[src/rtl/mul_result_collector_pkg.sv]
// Shared definitions for the multiply-unit result collector.
//   INT8_SIZE  : width of one result lane
//   INT32_SIZE : width of the per-tensor element count
//   state_e    : collector control states
package mul_result_collector_pkg;

  localparam int INT8_SIZE  = 8;
  localparam int INT32_SIZE = 32;

  typedef enum logic [1:0] {
    IDLE  = 2'd0,
    RUN   = 2'd1,
    DRAIN = 2'd2
  } state_e;

endpackage

[src/rtl/npu_sync_fifo.sv]
// Single-clock FIFO with simultaneous push/pop.
//   push/din   : write side; a push into a full FIFO is accepted only if a
//                pop happens in the same cycle
//   pop/dout   : read side; dout shows the head entry, zero when empty
//   full/empty : occupancy flags derived from a registered count
module npu_sync_fifo #(
  parameter int WIDTH = 8,
  parameter int DEPTH = 4
) (
  input  logic             clk,
  input  logic             rst,
  input  logic             push,
  input  logic [WIDTH-1:0] din,
  input  logic             pop,
  output logic [WIDTH-1:0] dout,
  output logic             full,
  output logic             empty
);

  localparam int AW = $clog2(DEPTH);
  localparam logic [AW:0] DEPTH_CNT = (AW+1)'(DEPTH);

  logic [WIDTH-1:0] mem_q [DEPTH];
  logic [AW-1:0]    wr_ptr_q, rd_ptr_q;
  logic [AW:0]      count_q;
  logic             do_push, do_pop;

  assign full    = (count_q == DEPTH_CNT);
  assign empty   = (count_q == '0);
  assign do_pop  = pop && !empty;
  assign do_push = push && (!full || do_pop);

  // Zero when empty so the stream outputs sit at a clean value after reset.
  assign dout = empty ? '0 : mem_q[rd_ptr_q];

  // NOTE: storage has no reset; every entry is written before it can be read,
  // so clearing it would only cost reset fan-out.
  always_ff @(posedge clk) begin
    if (do_push) mem_q[wr_ptr_q] <= din;
  end

  // NOTE: sequential state uses non-blocking assignments so every register
  // samples pre-edge values regardless of statement order.
  always_ff @(posedge clk or negedge rst) begin
    if (!rst) begin
      wr_ptr_q <= '0;
      rd_ptr_q <= '0;
      count_q  <= '0;
    end else begin
      if (do_push) wr_ptr_q <= wr_ptr_q + AW'(1);
      if (do_pop)  rd_ptr_q <= rd_ptr_q + AW'(1);
      case ({do_push, do_pop})
        2'b10:   count_q <= count_q + (AW+1)'(1);
        2'b01:   count_q <= count_q - (AW+1)'(1);
        default: count_q <= count_q;
      endcase
    end
  end

endmodule

[src/rtl/mul_result_collector.sv]
// Collects the multiplier's free-running result vectors into a FIFO and
// re-emits them as a ready/valid stream with keep mask and tensor-last flag.
//   start/num_elements : begin a tensor of num_elements int8 results
//   valid_in/data_in   : multiplier result stream (no backpressure)
//   m_valid/m_ready    : output handshake; m_data/m_keep/m_last per beat
//   busy               : tensor in progress
//   done               : one-cycle completion pulse
//   overflow           : sticky, a vector was dropped on a full FIFO
module mul_result_collector
  import mul_result_collector_pkg::*;
#(
  parameter int MAX_VECTOR_SIZE = 8,
  parameter int FIFO_DEPTH      = 4
) (
  input  logic                                 clk,
  input  logic                                 rst,
  input  logic                                 start,
  input  logic [INT32_SIZE-1:0]                num_elements,
  input  logic                                 valid_in,
  input  logic [INT8_SIZE*MAX_VECTOR_SIZE-1:0] data_in,
  output logic                                 m_valid,
  input  logic                                 m_ready,
  output logic [INT8_SIZE*MAX_VECTOR_SIZE-1:0] m_data,
  output logic [MAX_VECTOR_SIZE-1:0]           m_keep,
  output logic                                 m_last,
  output logic                                 busy,
  output logic                                 done,
  output logic                                 overflow
);

  localparam int DW = INT8_SIZE * MAX_VECTOR_SIZE;
  localparam int FW = DW + MAX_VECTOR_SIZE + 1;

  state_e                 state_q, state_d;
  logic [INT32_SIZE-1:0]  remaining_q, remaining_d;
  logic                   overflow_q, overflow_d;
  logic                   last_lost_q, last_lost_d;
  logic                   done_q, done_d;

  logic [INT32_SIZE-1:0]      take;
  logic [MAX_VECTOR_SIZE-1:0] keep;
  logic                       is_last;
  logic                       push;
  logic                       pop_fire;
  logic                       fifo_full, fifo_empty;
  logic [FW-1:0]              fifo_dout;

  assign m_valid  = !fifo_empty;
  assign pop_fire = m_valid && m_ready;
  assign {m_data, m_keep, m_last} = fifo_dout;
  assign busy     = (state_q != IDLE);
  assign done     = done_q;
  assign overflow = overflow_q;

  // Elements carried by the next vector and the matching lane mask.
  always_comb begin
    take    = (remaining_q < INT32_SIZE'(MAX_VECTOR_SIZE)) ? remaining_q
                                                           : INT32_SIZE'(MAX_VECTOR_SIZE);
    is_last = (remaining_q == take);
    for (int i = 0; i < MAX_VECTOR_SIZE; i++) keep[i] = (INT32_SIZE'(i) < take);
  end

  // NOTE: every signal gets its default before the case so no path leaves
  // one unassigned, which would otherwise infer a latch.
  always_comb begin
    state_d     = state_q;
    remaining_d = remaining_q;
    overflow_d  = overflow_q;
    last_lost_d = last_lost_q;
    done_d      = 1'b0;
    push        = 1'b0;
    case (state_q)
      IDLE: begin
        if (start) begin
          if (num_elements != '0) begin
            state_d     = RUN;
            remaining_d = num_elements;
            overflow_d  = 1'b0;
            last_lost_d = 1'b0;
          end else begin
            done_d = 1'b1;
          end
        end
      end
      RUN: begin
        if (valid_in) begin
          push        = 1'b1;
          remaining_d = remaining_q - take;
          if (fifo_full && !pop_fire) begin
            overflow_d = 1'b1;
            if (is_last) last_lost_d = 1'b1;
          end
          if (is_last) state_d = DRAIN;
        end
      end
      DRAIN: begin
        // A dropped last vector can never be handshaken, so finish once the
        // surviving entries have drained instead of waiting forever.
        if ((pop_fire && m_last) || (last_lost_q && fifo_empty)) begin
          state_d = IDLE;
          done_d  = 1'b1;
        end
      end
      default: state_d = IDLE;
    endcase
  end

  always_ff @(posedge clk or negedge rst) begin
    if (!rst) begin
      state_q     <= IDLE;
      remaining_q <= '0;
      overflow_q  <= 1'b0;
      last_lost_q <= 1'b0;
      done_q      <= 1'b0;
    end else begin
      state_q     <= state_d;
      remaining_q <= remaining_d;
      overflow_q  <= overflow_d;
      last_lost_q <= last_lost_d;
      done_q      <= done_d;
    end
  end

  npu_sync_fifo #(
    .WIDTH (FW),
    .DEPTH (FIFO_DEPTH)
  ) u_fifo (
    .clk   (clk),
    .rst   (rst),
    .push  (push),
    .din   ({data_in, keep, is_last}),
    .pop   (pop_fire),
    .dout  (fifo_dout),
    .full  (fifo_full),
    .empty (fifo_empty)
  );

endmodule

[config.mk]
export PLATFORM = sky130hd
export DESIGN_NAME = mul_result_collector
export DESIGN_NICKNAME = d
export VERILOG_FILES = /design/src/rtl/mul_result_collector_pkg.sv /design/src/rtl/npu_sync_fifo.sv /design/src/rtl/mul_result_collector.sv
export SDC_FILE = /design/constraint.sdc
export NUM_CORES = 1
export LEC_CHECK = 0
export BUFFER_PORTS_ARGS = -buffer_cell sky130_fd_sc_hd__buf_2
export CORE_AREA = 2 2 265 136
export DETAILED_ROUTE_END_ITERATION = 6
export DIE_AREA = 0 0 267 138
export PLACE_DENSITY = 0.71
export SLEW_MARGIN = 0
export SYNTH_ARGS = -nofsm -noshare
export SYNTH_HDL_FRONTEND = slang
export SYNTH_SLANG_ARGS = --single-unit
[constraint.sdc]
create_clock -name clk -period 3.4 [get_ports clk]
set_input_delay 0 -clock clk [delete_from_list [all_inputs] [get_ports clk]]
set_output_delay 0 -clock clk [all_outputs]
set_load 0.05 [all_outputs]
==> results.txt <==
Sequential cells were found to cover 70.4% of the synthesized design area. The number of DRC violations after detailed routing came out at 0. The TritonCTS clock tree is yes.

The internal portion of total power is 9.08 mW. Once detailed placement completed, the half-perimeter wirelength came to 20,800 µm. The setup skew after layout came out at 0.0177 ns.

After synthesis, the cell types taking the most area are sky130_fd_sc_hd__edfxtp_1 (63%), sky130_fd_sc_hd__mux4_2 (12%), sky130_fd_sc_hd__dfrtp_1 (7.9%). Counting flops with an async set or reset pin after synthesis yields a share of 13.1%. The shortest period the worst path allows came out at 3.23 ns.

Counting flops with a built-in enable in the synthesized netlist gives 292. The fraction of met2 tracks used by global routing came out at 26.6%. TritonCTS created 30 clock buffers. The die outline area is 36,800 µm². The global routing usage on met3 came out at 5.50%. After detailed routing, the average wire length per cell comes to 20.3 µm. The final routed wirelength across all metal layers is 32,900 µm.

The number of buffer cells added on primary ports came out at 177. The number of nets with antenna violations after routing is 0. Among all stages on the critical path, the largest delay is contributed by sky130_fd_sc_hd__or4_1.

The largest stage delay on the critical path is 0.62 ns. The startpoint class of the critical path is a flop. The max-slew violation count is 0. The count of warnings emitted by yosys came out at 0. The worst-case headroom to the max-slew limit is 48.4%. The first global-routing pass estimated 51,100 µm of wire.

The biggest area contributor in the post-synthesis netlist is sky130_fd_sc_hd__edfxtp_1. The via count of the first global-routing pass came out at 8,730. The area of the mapped netlist is 14,000 µm².

The final weighted congestion in routability-driven placement came out at 0.932. The worst setup path is captured at a flop. The worst IR drop on VDD is 0.000596 V. In this run the power spent charging and discharging nets is 6.06 mW. The endpoint required time on the critical path came out at 3.85 ns. The critical path is of the flop to flop type. The switching part of the total power came out at 40.0%. The core outline area is 35,000 µm².

Each instance of the synthesized netlist takes up on average 17.1 µm². The number of maximum-capacitance constraint violations is 0. After clock tree synthesis, the repair step resized 0 gates.

The proportion of power drawn by flip-flops and latches is 36.8%. Setup repair after global routing left no endpoint under its margin. The site row count is 49. After detailed routing, the number of vias per cell comes to 5.26. Of all nets on the critical path, the largest fanout is 6. The total global routing overflow came out at 0. The synthesized netlist cell count came out at 821. The hold violation total from the final report came to 0. The largest net degree at the start of global routing came out at 76. The horizontal die dimension is 267 µm. Timing would allow up to 309 MHz.

At the pin with the least slew margin, the transition time is 0.774 ns. The area growth from synthesis to final layout came out at 25.6%. The number of search-and-repair iterations in the first detailed-routing pass is 6. At the worst endpoint, the arrival time is 3.68 ns. Summed over its instances, the top area cell type makes up 62.6% of the synthesized netlist area. At the end of the flow, the number of nets in the layout was 1,219. The die is 138 µm tall.

The maximum number of buffers from clock root to sink is 3. The detailed-route via count is 8,536. The peak-usage layer in the global routing report is met2. The cell sitting at the root of the clock tree is a sky130_fd_sc_hd__clkbuf_16. The summed area of non-filler cells in the final layout came out at 17,600 µm². The number of ports placed on the die boundary came out at 178. The number of distinct library cell variants in the gate-level netlist after synthesis came out at 67. The leakage power of the design is 6.07 nW. The run finished with clean final reports.

After clock tree synthesis, the clock-pin slew on the worst setup and hold paths is 0.07 ns. The ratio of total power to cell area came out at 860 nW/µm². The layout cell share with drive strength beyond 1 is 30.6%. When the netlist entered floorplanning its net count stood at 928. The share of the clock period used by the worst path after layout came out at 95.1%.

The initial antenna violation count came out at 2. The overall fraction of global-route tracks in use is 18.0%. The later-pin clock latency in the skew report is 0.56 ns. The signal on the critical path passes through or4_4 -> nor4b_4 -> nand4_1 -> nand2_1 -> ha_1 -> inv_1 -> or4_1 -> a211o_1 -> o21ai_0 -> nor2_1. The final setup violation count came out at 0.

The setup TNS is 0 ns. The number of flip-flops and latches in the synthesized netlist came out at 336. For this configuration, the core starts out at a cell density of 40.0%. The worst reg2reg path depth came out at 10. The classification of the worst-slack hold path is input port to async pin. The number of DRC markers after the initial detailed-route iteration came out at 777.

The number of levels the H-tree was split into is 1. The proportion of power drawn by combinational gates is 40.6%. The share of total power dissipated in the clock network is 22.6%. The prevailing post-synth register cell is sky130_fd_sc_hd__edfxtp_1. The post-detailed-placement cell area is 15,600 µm².

For met1 alone, demand over resource in global routing was 26.2%. The number of sinks driven by the clock tree came out at 336.
[final timing paths]
path	end	slack, ns	startpoint
worst min-delay path	remaining_q[13]	0.02	rst
worst min register to register	remaining_q[31]	0.51	remaining_q[31]
worst max register to register	remaining_q[12]	0.17	remaining_q[16]
worst max-delay path	remaining_q[12]	0.17	remaining_q[16]
min in group clk	u_fifo.mem_q[3][31]	0.19	data_in[22]
max in group asynchronous	u_fifo.count_q[1]	2.65	rst
[power by group through the flow]
stage | clock [mW] | sequential (mW) | combinational, mW
2_1_floorplan | 0 | 5.47 | 4.69
3_3_place_gp | 0 | 5.62 | 6.07
3_5_place_dp | 0 | 5.65 | 6.12
4_1_cts | 3.51 | 5.56 | 6.22
5_1_grt | 3.66 | 5.64 | 6.55
6_report | 3.42 | 5.57 | 6.15
[layout by cell type, fill, tap and decap left out, types with 3 or more instances in the layout]
cell	n
sky130_fd_sc_hd__edfxtp_1	292
sky130_fd_sc_hd__buf_2	177
sky130_fd_sc_hd__dlygate4sd3_1	100
sky130_fd_sc_hd__and2_1	75
sky130_fd_sc_hd__mux4_2	73
sky130_fd_sc_hd__dfrtp_1	42
sky130_fd_sc_hd__nor2_1	41
sky130_fd_sc_hd__clkbuf_16	31
sky130_fd_sc_hd__nand2_1	27
sky130_fd_sc_hd__o21ai_0	27
sky130_fd_sc_hd__a21oi_1	26
sky130_fd_sc_hd__buf_4	21
sky130_fd_sc_hd__nor4_1	14
sky130_fd_sc_hd__nor3_1	12
sky130_fd_sc_hd__mux2i_1	11
sky130_fd_sc_hd__nand3_1	10
sky130_fd_sc_hd__inv_1	8
sky130_fd_sc_hd__clkinv_2	8
sky130_fd_sc_hd__a22oi_1	7
sky130_fd_sc_hd__o22ai_1	7
sky130_fd_sc_hd__buf_12	7
sky130_fd_sc_hd__nand4_1	6
sky130_fd_sc_hd__or3_1	5
sky130_fd_sc_hd__and3_1	5
sky130_fd_sc_hd__a311oi_1	5
sky130_fd_sc_hd__ha_1	5
sky130_fd_sc_hd__clkinv_1	5
sky130_fd_sc_hd__and2_4	4
sky130_fd_sc_hd__o31ai_1	4
sky130_fd_sc_hd__nand2b_1	4
sky130_fd_sc_hd__xnor2_1	4
sky130_fd_sc_hd__clkbuf_1	4
sky130_fd_sc_hd__nor4b_1	3
sky130_fd_sc_hd__a21o_1	3
sky130_fd_sc_hd__or4_1	3
sky130_fd_sc_hd__a31oi_1	3
sky130_fd_sc_hd__o41ai_1	3
sky130_fd_sc_hd__bufinv_16	3
sky130_fd_sc_hd__clkinv_4	3
[metrics by stage]
| step | utilization, % | hold WS (ns) | instances | power (mW) | setup WS, ns |
|---|---|---|---|---|---|
| after global placement | 44.6 | 0.0684 | 1464 | 11.7 | 0.300 |
| final | 50.3 | 0.0232 | 1622 | 15.1 | 0.166 |
| after detailed placement | 44.6 | 0.0694 | 1464 | 11.8 | 0.241 |
| after floorplan | - | -0.296 | 821 | 10.2 | 0.212 |
| after global routing | 50.3 | 0.0630 | 1622 | 15.8 | 0.0277 |
| after CTS | 50.3 | 0.00137 | 1620 | 15.3 | 0.209 |
[worst max-delay path, delay by kind of cell (launching register included)]
family,cells,cell delay [ns]
AND/OR/NAND/NOR,6,1.84
flip-flops,1,0.44
AO/OA/AOI/OAI,2,0.42
adder cells (fa/ha/maj),1,0.28
buffers and inverters,1,0.15
[synth_stat cells (3+ instances only)]
| cell type | n |
|---|---|
| sky130_fd_sc_hd__and2_1 | 79 |
| sky130_fd_sc_hd__ha_1 | 5 |
| sky130_fd_sc_hd__a22oi_1 | 7 |
| sky130_fd_sc_hd__or4_1 | 3 |
| sky130_fd_sc_hd__dfrtp_1 | 44 |
| sky130_fd_sc_hd__o22ai_1 | 7 |
| sky130_fd_sc_hd__mux2i_1 | 11 |
| sky130_fd_sc_hd__a21oi_1 | 26 |
| sky130_fd_sc_hd__nor3_1 | 12 |
| sky130_fd_sc_hd__mux4_2 | 73 |
| sky130_fd_sc_hd__or3_1 | 6 |
| sky130_fd_sc_hd__inv_1 | 8 |
| sky130_fd_sc_hd__xnor2_1 | 4 |
| sky130_fd_sc_hd__clkbuf_1 | 31 |
| sky130_fd_sc_hd__edfxtp_1 | 292 |
| sky130_fd_sc_hd__o21ai_0 | 27 |
| sky130_fd_sc_hd__nor2_1 | 41 |
| sky130_fd_sc_hd__a21o_1 | 3 |
| sky130_fd_sc_hd__a311oi_1 | 5 |
| sky130_fd_sc_hd__nand2_1 | 27 |
| sky130_fd_sc_hd__buf_2 | 9 |
| sky130_fd_sc_hd__nand3_1 | 10 |
| sky130_fd_sc_hd__nand4_1 | 6 |
| sky130_fd_sc_hd__nand2b_1 | 4 |
| sky130_fd_sc_hd__nor4_1 | 14 |
| sky130_fd_sc_hd__nor4b_1 | 3 |
| sky130_fd_sc_hd__a31oi_1 | 3 |
| sky130_fd_sc_hd__and3_1 | 5 |
| sky130_fd_sc_hd__o31ai_1 | 5 |
| sky130_fd_sc_hd__o41ai_1 | 3 |
[timing repair]
action | 4_1_cts | 5_1_grt
endpoints found under the hold margin | 324 | 0
hold buffers | 100 | 0
setup buffers | 0 | 0
[layer usage]
metal	vias up	share of wire, %
met5	-	0
met4	0	1.8
met3	45	8.7
met2	344	44
met1	4290	46
li1	3857	-
[logic make-up (layout without fill, tap and decap cells)]
group | after synthesis | after routing | synth area share [%]
adder cells (fa/ha/maj) | 6 | 6 | 0.589
AND/OR/NAND/NOR | 230 | 230 | 9.59
other | 1 | 3 | 0.0268
multiplexers | 84 | 84 | 12.5
buffers and inverters | 54 | 369 | 1.71
XOR/XNOR | 5 | 5 | 0.313
AO/OA/AOI/OAI | 105 | 105 | 4.81
flip-flops | 336 | 336 | 70.4
[cell type report]
| type | count | area [µm²] |
|---|---|---|
| multi-input cells | 431 | 3920 |
| diodes | 2 | 5.00 |
| repair buffers | 305 | 2180 |
| flip-flops and latches | 336 | 9880 |
| clock buffers | 35 | 791 |
| inverters | 8 | 30.0 |
| well taps | 484 | 606 |
| fillers | 2918 | 17400 |
| clock inverters | 21 | 193 |
[flip-flops by register name, indices dropped and copies added (netlist names)]
register and cells:
u_fifo.mem_q 292, remaining_q 32, u_fifo.count_q 3, state_q 2
u_fifo.rd_ptr_q 2, u_fifo.wr_ptr_q 2, done 1, last_lost_q 1
overflow 1
(Power assumes the default switching activity.)
